==> src/rtl/lcd_text_buffer_pkg.sv <==
// lcd_text_buffer_pkg: shared state encoding and host control codes for the LCD text buffer
package lcd_text_buffer_pkg;
   typedef enum logic {ST_CLEAR, ST_IDLE} state_t;
   localparam logic [7:0] CH_BS = 8'h08;
   localparam logic [7:0] CH_LF = 8'h0A;
   localparam logic [7:0] CH_FF = 8'h0C;
   localparam logic [7:0] CH_CR = 8'h0D;
   function automatic logic is_printable(input logic [7:0] c);
      return c >= 8'h20 && c <= 8'h7E;
   endfunction
endpackage

==> src/rtl/lcd_text_ram.sv <==
// lcd_text_ram: character store with one write port and one registered read-first read port
module lcd_text_ram #(
   parameter int         DEPTH = 32,
   parameter int         AW    = 5,
   parameter logic [7:0] INIT  = 8'h20
) (
   input  logic          sys_clk,
   input  logic          sys_rst_n,
   input  logic          we,
   input  logic [AW-1:0] waddr,
   input  logic [7:0]    wdata,
   input  logic          re,
   input  logic [AW-1:0] raddr,
   output logic [7:0]    rdata
);
   logic [7:0] mem [DEPTH];
   // array write, kept free of reset so it maps onto block RAM
   always_ff @(posedge sys_clk)
      if (we) mem[waddr] <= wdata;
   // read register samples the array before this edge's write lands, and holds when idle
   always_ff @(posedge sys_clk or negedge sys_rst_n)
      if (!sys_rst_n) rdata <= INIT;
      else if (re) rdata <= mem[raddr];
endmodule

==> src/rtl/lcd_text_buffer.sv <==
// lcd_text_buffer: host character stream into a ROWSxCOLS text RAM read by an LCD driver
module lcd_text_buffer
   import lcd_text_buffer_pkg::*;
#(
   parameter  int         COLS  = 16,
   parameter  int         ROWS  = 2,
   parameter  logic [7:0] BLANK = 8'h20,
   localparam int         DEPTH = COLS * ROWS,
   localparam int         AW    = $clog2(DEPTH)
) (
   input  logic          sys_clk,
   input  logic          sys_rst_n,
   input  logic          wr_valid,
   input  logic [7:0]    wr_data,
   output logic          wr_ready,
   input  logic          rd,
   input  logic [AW-1:0] addr,
   output logic [7:0]    character,
   output logic [AW-1:0] cursor,
   output logic          dirty,
   input  logic          refresh_done
);
   localparam logic [AW-1:0] LAST = AW'(DEPTH - 1);
   state_t        state, state_nxt;
   logic [AW-1:0] sweep, sweep_nxt, cursor_nxt, row_start, next_row, waddr;
   logic [7:0]    wdata;
   logic          xfer, print, last, we;
   int            row;
   // row arithmetic for line feed and carriage return
   always_comb begin
      row       = int'(cursor) / COLS;
      row_start = AW'(row * COLS);
      next_row  = (row == ROWS - 1) ? '0 : AW'((row + 1) * COLS);
   end
   // next state, cursor movement and RAM write selection
   always_comb begin
      state_nxt  = state;
      sweep_nxt  = sweep;
      cursor_nxt = cursor;
      wr_ready   = (state == ST_IDLE);
      xfer       = wr_valid && wr_ready;
      print      = xfer && is_printable(wr_data);
      last       = (state == ST_CLEAR) && (sweep == LAST);
      if (state == ST_CLEAR) begin
         sweep_nxt  = last ? '0 : sweep + 1'b1;
         state_nxt  = last ? ST_IDLE : ST_CLEAR;
         cursor_nxt = last ? '0 : cursor;
      end else if (xfer) begin
         state_nxt  = (wr_data == CH_FF) ? ST_CLEAR : ST_IDLE;
         cursor_nxt = print             ? ((cursor == LAST) ? '0 : cursor + 1'b1) :
                      wr_data == CH_LF  ? next_row :
                      wr_data == CH_CR  ? row_start :
                      wr_data == CH_BS  ? ((cursor == '0) ? '0 : cursor - 1'b1) :
                                          cursor;
      end
      we    = (state == ST_CLEAR) || print;
      waddr = (state == ST_CLEAR) ? sweep : cursor;
      wdata = (state == ST_CLEAR) ? BLANK : wr_data;
   end
   // control registers; a new change outranks a simultaneous refresh acknowledge
   always_ff @(posedge sys_clk or negedge sys_rst_n)
      if (!sys_rst_n) begin
         state  <= ST_CLEAR;
         sweep  <= '0;
         cursor <= '0;
         dirty  <= 1'b0;
      end else begin
         state  <= state_nxt;
         sweep  <= sweep_nxt;
         cursor <= cursor_nxt;
         dirty  <= print || last || (dirty && !refresh_done);
      end
   lcd_text_ram #(.DEPTH(DEPTH), .AW(AW), .INIT(BLANK)) u_ram (
      .sys_clk   (sys_clk),
      .sys_rst_n (sys_rst_n),
      .we        (we),
      .waddr     (waddr),
      .wdata     (wdata),
      .re        (rd),
      .raddr     (addr),
      .rdata     (character)
   );
endmodule

==> config.mk <==
export PLATFORM = sky130hd
export DESIGN_NAME = lcd_text_buffer
export DESIGN_NICKNAME = d
export VERILOG_FILES = /design/src/rtl/lcd_text_buffer_pkg.sv /design/src/rtl/lcd_text_ram.sv /design/src/rtl/lcd_text_buffer.sv
export SDC_FILE = /design/constraint.sdc
export NUM_CORES = 1
export LEC_CHECK = 0
export CAP_MARGIN = 20
export CELL_PAD_IN_SITES_DETAIL_PLACEMENT = 0
export CELL_PAD_IN_SITES_GLOBAL_PLACEMENT = 1
export CORE_MARGIN = 2
export CORE_UTILIZATION = 38
export CTS_BUF_LIST = sky130_fd_sc_hd__clkbuf_2
export CTS_CLUSTER_SIZE = 28
export DETAILED_ROUTE_END_ITERATION = 12
export HOLD_SLACK_MARGIN = 0.02
export PLACE_DENSITY = 0.67
export REMOVE_ABC_BUFFERS = 1
export SLEW_MARGIN = 10
export SYNTH_ARGS = -nofsm -noshare
export SYNTH_HDL_FRONTEND = slang
export SYNTH_HIERARCHICAL = 1
export SYNTH_SLANG_ARGS = --single-unit
export TNS_END_PERCENT = 30
==> constraint.sdc <==
create_clock -name sys_clk -period 4.8 [get_ports sys_clk]
set_clock_uncertainty 0.05 [all_clocks]
set_input_delay 0.72 -clock sys_clk [delete_from_list [all_inputs] [get_ports sys_clk]]
set_output_delay 0.72 -clock sys_clk [all_outputs]
set_load 0.02 [all_outputs]
==> out/metrics.csv, run 1 <==
metric,value,unit
DR WL/cell,22.11,um
CTS buffer count,68,
R2R Path Start,wr_ready$_DFF_PN0_,
RSZ-0062 raised after global routing,false,
synth cell count leaders,"edfxtp_1 (256), mux2i_1 (130), a22oi_1 (64)",
Top Metal Used,met4,
Routed Antenna Nets,0,
Hold Slack,156.9,ps
layout cells sized above 1,0.1881,
detailed-placement wirelength estimate,16920,um
Final Cycle Share,0.7258,
r2r endpoint,u_ram/mem[6][0]$_DFFE_PP_,
setup bufs post-CTS,0,
worst stage delay on the critical path,860,ps
Root Driver,clkbuf_2,
"EDFF count, synth",256,
Worst Path Arrival,3830,ps
Synth async-reset ratio,0.07246,
Die Y,176.9,um
number of global-route vias before repair,6700,
Hold Path Class,in -> async,
Max Cap Viol,0,
Reg2Reg Setup Slack,1320,ps
Yosys reg bits,276,
Final setup viols,0,
sequential fraction of the synthesis area,0.7212,
via-per-instance ratio,5.333,
latest clock arrival within the worst-skew pair,850,ps
ys flop type,edfxtp_1,
total negative slack,0,ps
gpl congestion,0.8776,
global-route wire length before repair,40020,um
# clock sinks,276,
crit path from,wr_ready$_DFF_PN0_,
P_leak,4.491,nW
kind of critical path,reg -> reg,
num rows,63,
Hold Buf Count CTS,0,
"area leader, netlist",edfxtp_1,
Starting DRT DRC Count,625,
Synth warnings,6,
CTS tree,done,
PortBufs,32,
Startpoint Class,register,
Longest Clk Path Bufs,3,
worst slew pin tran,1016,ps
crit path max-delay cell type,dfrtp_1,
"CTS clk-pin slew, worst paths",100,ps
GRT overflow,0,
FMAX,287.0,MHz
Post-Syn Area,11350,sq um
area share of the largest cell type after synthesis,0.6770,
"count leader, synth",edfxtp_1,
starting density of the core,0.3841,
Rel. slew slack,0.3195,
Fin. Hold Viols,0,
core area,29560,sq um
Die ar.,31280,sq um
power density cells,390.8,nW/um^2
final core utilization,0.4288,
crit-path max FO,27,
IO Pins,33,
DRC,0,
synth top area cells,"edfxtp_1 (68%), mux2i_1 (11%), a22oi_1 (4.2%)",
Die W,176.9,um
met3 WL,1716,um
Met1 Routed Length,11260,um
worst IR drop on VDD,0.1931,mV
R2R depth,5,
first-pass detailed-route iteration total,8,
syn avg cell area,16.34,sq um
outcome,completed,
distinct cell type count after synthesis,48,
Worst EP required,5150,ps
synthesis-to-finish area growth,11.63,%
Max Slew Vio Count,0,
CP endpoint kind,register,
cells along the critical path,o211ai_1 > a211o_1 > nand2_1 > nand3b_1 > nor2_1,
nets,793,
post-cts resize count,0,
Syn Inst Count,695,
met2 WL,13270,um
via count,6479,
final WL,26860,um
initial antenna violation count,1,
largest net degree at the start of global routing,61,
fin crit period,3484,ps
aggregate global-route resource usage,0.1757,
htree depth,3,
-- layout make-up --
class	instances	area, sq um
clock buffers	99	495.5
flip-flops and latches	276	8189
fillers	2640	16880
repair buffers	43	424.2
diodes	1	2.502
inverters	5	18.77
clock inverters	25	136.4
well taps	390	488.0
multi-input cells	376	2920
-- cells by family (layout without fill, tap and decap cells) --
group | count (synthesis) | after routing | synth area share
DFF | 276 | 276 | 0.7212
and+or+nand+nor | 106 | 106 | 0.04893
adders and majority gates | 5 | 5 | 0.005510
AOI/OAI and AO/OA | 120 | 120 | 0.07185
buffers and inverters | 43 | 172 | 0.02303
other | 0 | 1 | 0
muxes | 145 | 145 | 0.1295
-- layout by cell type, fill, tap and decap left out, drive strengths merged, types with 2 or more instances in the layout --
master	synthesis	routed
a21oi	35	35
a22oi	64	64
a31oi	2	2
and2	9	9
and3	3	3
buf	28	12
clkbuf	10	99
clkdlybuf4s50	0	31
clkinv	0	22
dfrtp	19	19
edfxtp	256	256
ha	5	5
inv	5	6
mux2	15	15
mux2i	130	130
nand2	11	11
nand2b	6	6
nand3	4	4
nand3b	5	5
nor2	40	40
nor2b	3	3
nor4	9	9
o211ai	2	2
o21ai	6	6
or2	3	3
or3	2	2
or3b	3	3
or4	2	2
-- critical path, delay by kind of cell (launching register included) --
family	cells	cell delay, ps
AO/OA/AOI/OAI	2	650
flip-flops	1	860
AND/OR/NAND/NOR	3	1520
-- registers in the layout, summed over array words and instances (netlist names) --
name	cells
sweep	5
u_ram/mem	256
u_ram/rdata	8
cursor	5
dirty	1
wr_ready	1
-- routing by layer --
layer,vias up,GRT usage
met4,0,0.06749
met3,46,0.04210
met5,-,0
met2,276,0.2933
li1,2940,-
met1,3217,0.2218
-- report_power, final --
group / total [mW] / internal [mW] / switching [mW]
logic: 0.627 / 0.227 / 0.400
registers: 2.81 / 2.74 / 0.0765
clock network: 1.51 / 0.615 / 0.898
-- per-stage QoR --
step           cells  instance area [sq um]  power [mW]  setup WS (ps)
3_3_place_gp    1089                  12030       3.482           1124
5_1_grt         1215                  12670       5.200           1140
2_1_floorplan    657                  11110       3.185           1981
4_1_cts         1213                  12660       5.002           1353
3_5_place_dp    1089                  12030       3.490          997.8
6_report        1215                  12670       4.954           1316
-- worst max-delay path by stage --
| stage | end | slack [ps] | cells past startpoint |
|---|---|---|---|
| after CTS | u_ram/mem[6][0]$_DFFE_PP_ | 1350 | 5 |
| after global routing | u_ram/mem[6][2]$_DFFE_PP_ | 1140 | 5 |
| after detailed placement | u_ram/mem[6][0]$_DFFE_PP_ | 1000 | 6 |
| after global placement | u_ram/mem[2][3]$_DFFE_PP_ | 1120 | 6 |
| after floorplan | u_ram/mem[0][0]$_DFFE_PP_ | 1980 | 5 |
| final | u_ram/mem[6][0]$_DFFE_PP_ | 1320 | 5 |
(Power assumes the default switching activity.)
==> run 2: changes to the inputs <==
--- a/config.mk
+++ b/config.mk
@@ -14,7 +14,7 @@
 export CTS_CLUSTER_SIZE = 28
 export DETAILED_ROUTE_END_ITERATION = 12
 export HOLD_SLACK_MARGIN = 0.02
-export PLACE_DENSITY = 0.67
+export PLACE_DENSITY = 0.7
 export REMOVE_ABC_BUFFERS = 1
 export SLEW_MARGIN = 10
 export SYNTH_ARGS = -nofsm -noshare
==> constraint.sdc (replaced) <==
create_clock -name sys_clk -period 2.9 [get_ports sys_clk]
set_clock_uncertainty 0.05 [all_clocks]
set_input_delay 0.435 -clock sys_clk [delete_from_list [all_inputs] [get_ports sys_clk]]
set_output_delay 0.435 -clock sys_clk [all_outputs]
set_load 0.02 [all_outputs]
==> run 2 against run 1 <==
Compared with the run above:
- non-clock buffer count is 49 higher
- via count grew 4.0%
- total power rose by 65%
==> out/metrics.csv, run 2 (same netlist as run 1, synthesis figures left out) <==
metric,value,unit,change
num rows,63,,unchanged
number of global-route vias before repair,6798,,"was 6,700"
part of the power in the clock network,0.301,,was 0.306
PortBufs,32,,unchanged
# clock sinks,276,,unchanged
aggregate global-route resource usage,0.1730,,was 0.1757
synthesis-to-finish area growth,15.24,%,was 11.63%
met2 WL,12850,um,"was 13,270 um"
IO Pins,33,,unchanged
Comb pwr share,0.132,,was 0.127
CP endpoint kind,output port,,was register
Die Y,176.9,um,unchanged
Routed Antenna Nets,0,,unchanged
DR WL/cell,20.98,um,was 22.11 um
RSZ-0062 raised after global routing,false,,unchanged
Rel. slew slack,0.6211,,was 0.3195
Top Metal Used,met4,,unchanged
Final Cycle Share,0.8555,,
nets,845,,was 793
Root Driver,clkbuf_2,,unchanged
Final setup viols,0,,unchanged
Startpoint Class,register,,unchanged
"CTS clk-pin slew, worst paths",110,ps,was 100 ps
largest net degree at the start of global routing,49,,was 61
fin crit period,2481,ps,
final WL,26520,um,"was 26,860 um"
R2R depth,7,,was 5
DRC,0,,unchanged
via-per-instance ratio,5.333,,about the same
worst IR drop on VDD,0.3454,mV,was 0.1931 mV
Worst EP required,2410,ps,was 5150 ps
latest clock arrival within the worst-skew pair,790,ps,was 850 ps
layout cells sized above 1,0.2211,,was 0.1881
Met1 Routed Length,11400,um,"was 11,260 um"
core area,29560,sq um,unchanged
top flop regs,"u_ram/mem: 256 flops, u_ram/rdata: 8 flops",,unchanged
Die W,176.9,um,unchanged
Largest Register,u_ram/mem,,unchanged
Max Slew Vio Count,0,,unchanged
power density cells,624.3,nW/um^2,was 390.8 nW/um^2
starting density of the core,0.3841,,unchanged
hold depth,3,,
gpl congestion,0.8336,,was 0.8776
P_leak,4.747,nW,was 4.491 nW
first-pass detailed-route iteration total,4,,was 8
R2R Path Start,wr_ready$_DFF_PN0_,,unchanged
Pwr Total,8.169,mW,was 4.954 mW
hold_sp,refresh_done,,
post-route cell area,13090,sq um,"was 12,670 sq um"
Longest Clk Path Bufs,3,,unchanged
Max Cap Viol,0,,unchanged
number of flip-flops in the largest register,256,,unchanged
GRT overflow,0,,unchanged
via count,6741,,"was 6,479"
CTS tree,done,,unchanged
Hold Path Class,in -> reg,,was in -> async
Filler Cells Inserted,2632,,"was 2,640"
met3 WL,1973,um,was 1716 um
Multi-input gate area,2912,sq um,was 2920 sq um
FMAX,403.1,MHz,
Worst Path Arrival,2000,ps,was 3830 ps
Post-Place Cell Area,12470,sq um,"was 12,030 sq um"
initial antenna violation count,1,,unchanged
Starting DRT DRC Count,532,,was 625
crit path from,wr_ready$_DFF_PN0_,,unchanged
share of power burned in registers,0.567,,was 0.568
total negative slack,0,ps,unchanged
Int Power,5.913,mW,was 3.579 mW
detailed-placement wirelength estimate,16090,um,"was 16,920 um"
outcome,completed,,unchanged
global-route wire length before repair,39850,um,"was 40,020 um"
kind of critical path,reg -> out,,was reg -> reg
Die ar.,31280,sq um,unchanged
"commonest non-fill, non-tap cell in the layout",edfxtp_1,,unchanged
Fin. Hold Viols,0,,unchanged
htree depth,3,,unchanged
switching share of power,0.2762,,was 0.2775
FF+latch area,8189,sq um,unchanged
CTS buffer count,71,,was 68
crit-path max FO,15,,was 27
"commonest non-fill, non-tap cells in the layout","edfxtp_1 (256), mux2i_1 (130), clkbuf_2 (105)",,"was edfxtp_1 (256), mux2i_1 (130), clkbuf_2 (99)"
worst slew pin tran,554.1,ps,was 1016 ps
Sw Pwr,2.256,mW,was 1.374 mW
==> run 2: changes by cell type in the layout (fill, tap and decap cells not counted), moves of 5 or more <==
cell / previous run / this run
buf_4: 9 / 51
and2_2: 5 / 0
and2_1: 4 / 9
buf_12: 1 / 8
clkinv_2: 10 / 0
clkbuf_2: 99 / 105
==> run 2: layout make-up <==
class / count / area share
timing repair buffer: 92 / 0.06684
clock inverter: 19 / 0.005737
tap: 390 / 0.03729
antenna: 1 / 0.0001912
sequential: 276 / 0.6258
clock buffer: 105 / 0.04016
inverter: 5 / 0.001434
multi-input combinational: 376 / 0.2225
==> run 2: repair_timing <==
action	4_1_cts	5_1_grt
resized for setup	0	0
buffers inserted	0	0
hold endpoints to repair	19	0
hold buffers	1	0
==> run 2: worst max-delay path, cell delays in order (launching register included) <==
cell             delay [ps]
dfrtp_1                 370
buf_4                   210
clkdlybuf4s50_1         630
==> run 2: metal layers <==
layer / vias to the layer above / track usage
met5: - / 0
li1: 3051 / -
met1: 3398 / 0.2308
met4: 0 / 0.04752
met3: 26 / 0.04510
met2: 266 / 0.2806
==> run 2: worst paths after layout <==
path	end	slack, ps
max reg2reg	u_ram/mem[4][4]$_DFFE_PP_	540
min reg2reg	sweep[3]$_DFFE_PN0N_	460
max	wr_ready	420
min in group asynchronous	sweep[4]$_DFFE_PN0N_	480
max in group asynchronous	u_ram/rdata[5]$_DFFE_PN1P_	2010
min	dirty$_DFF_PN0_	220
==> run 2: per-stage QoR <==
step	hold slack, ps	instances	setup slack (ps)	util
finish	219.0	1264	419.1	0.4427
global route	167.5	1264	268.3	0.4427
CTS	145.0	1263	341.5	0.4426
detailed placement	446.0	1138	64.06	0.4219
global placement	438.8	1138	73.39	0.4219
floorplan	89.41	657	80.98	-
==> run 2: power groups by stage <==
| stage | clock, mW | sequential [mW] | combinational (mW) |
|---|---|---|---|
| floorplan | 0 | 4.76 | 0.515 |
| finish | 2.46 | 4.63 | 1.08 |
| global placement | 0 | 4.72 | 1.05 |
| global route | 2.73 | 4.66 | 1.16 |
| detailed placement | 0 | 4.72 | 1.07 |
| CTS | 2.54 | 4.63 | 1.08 |
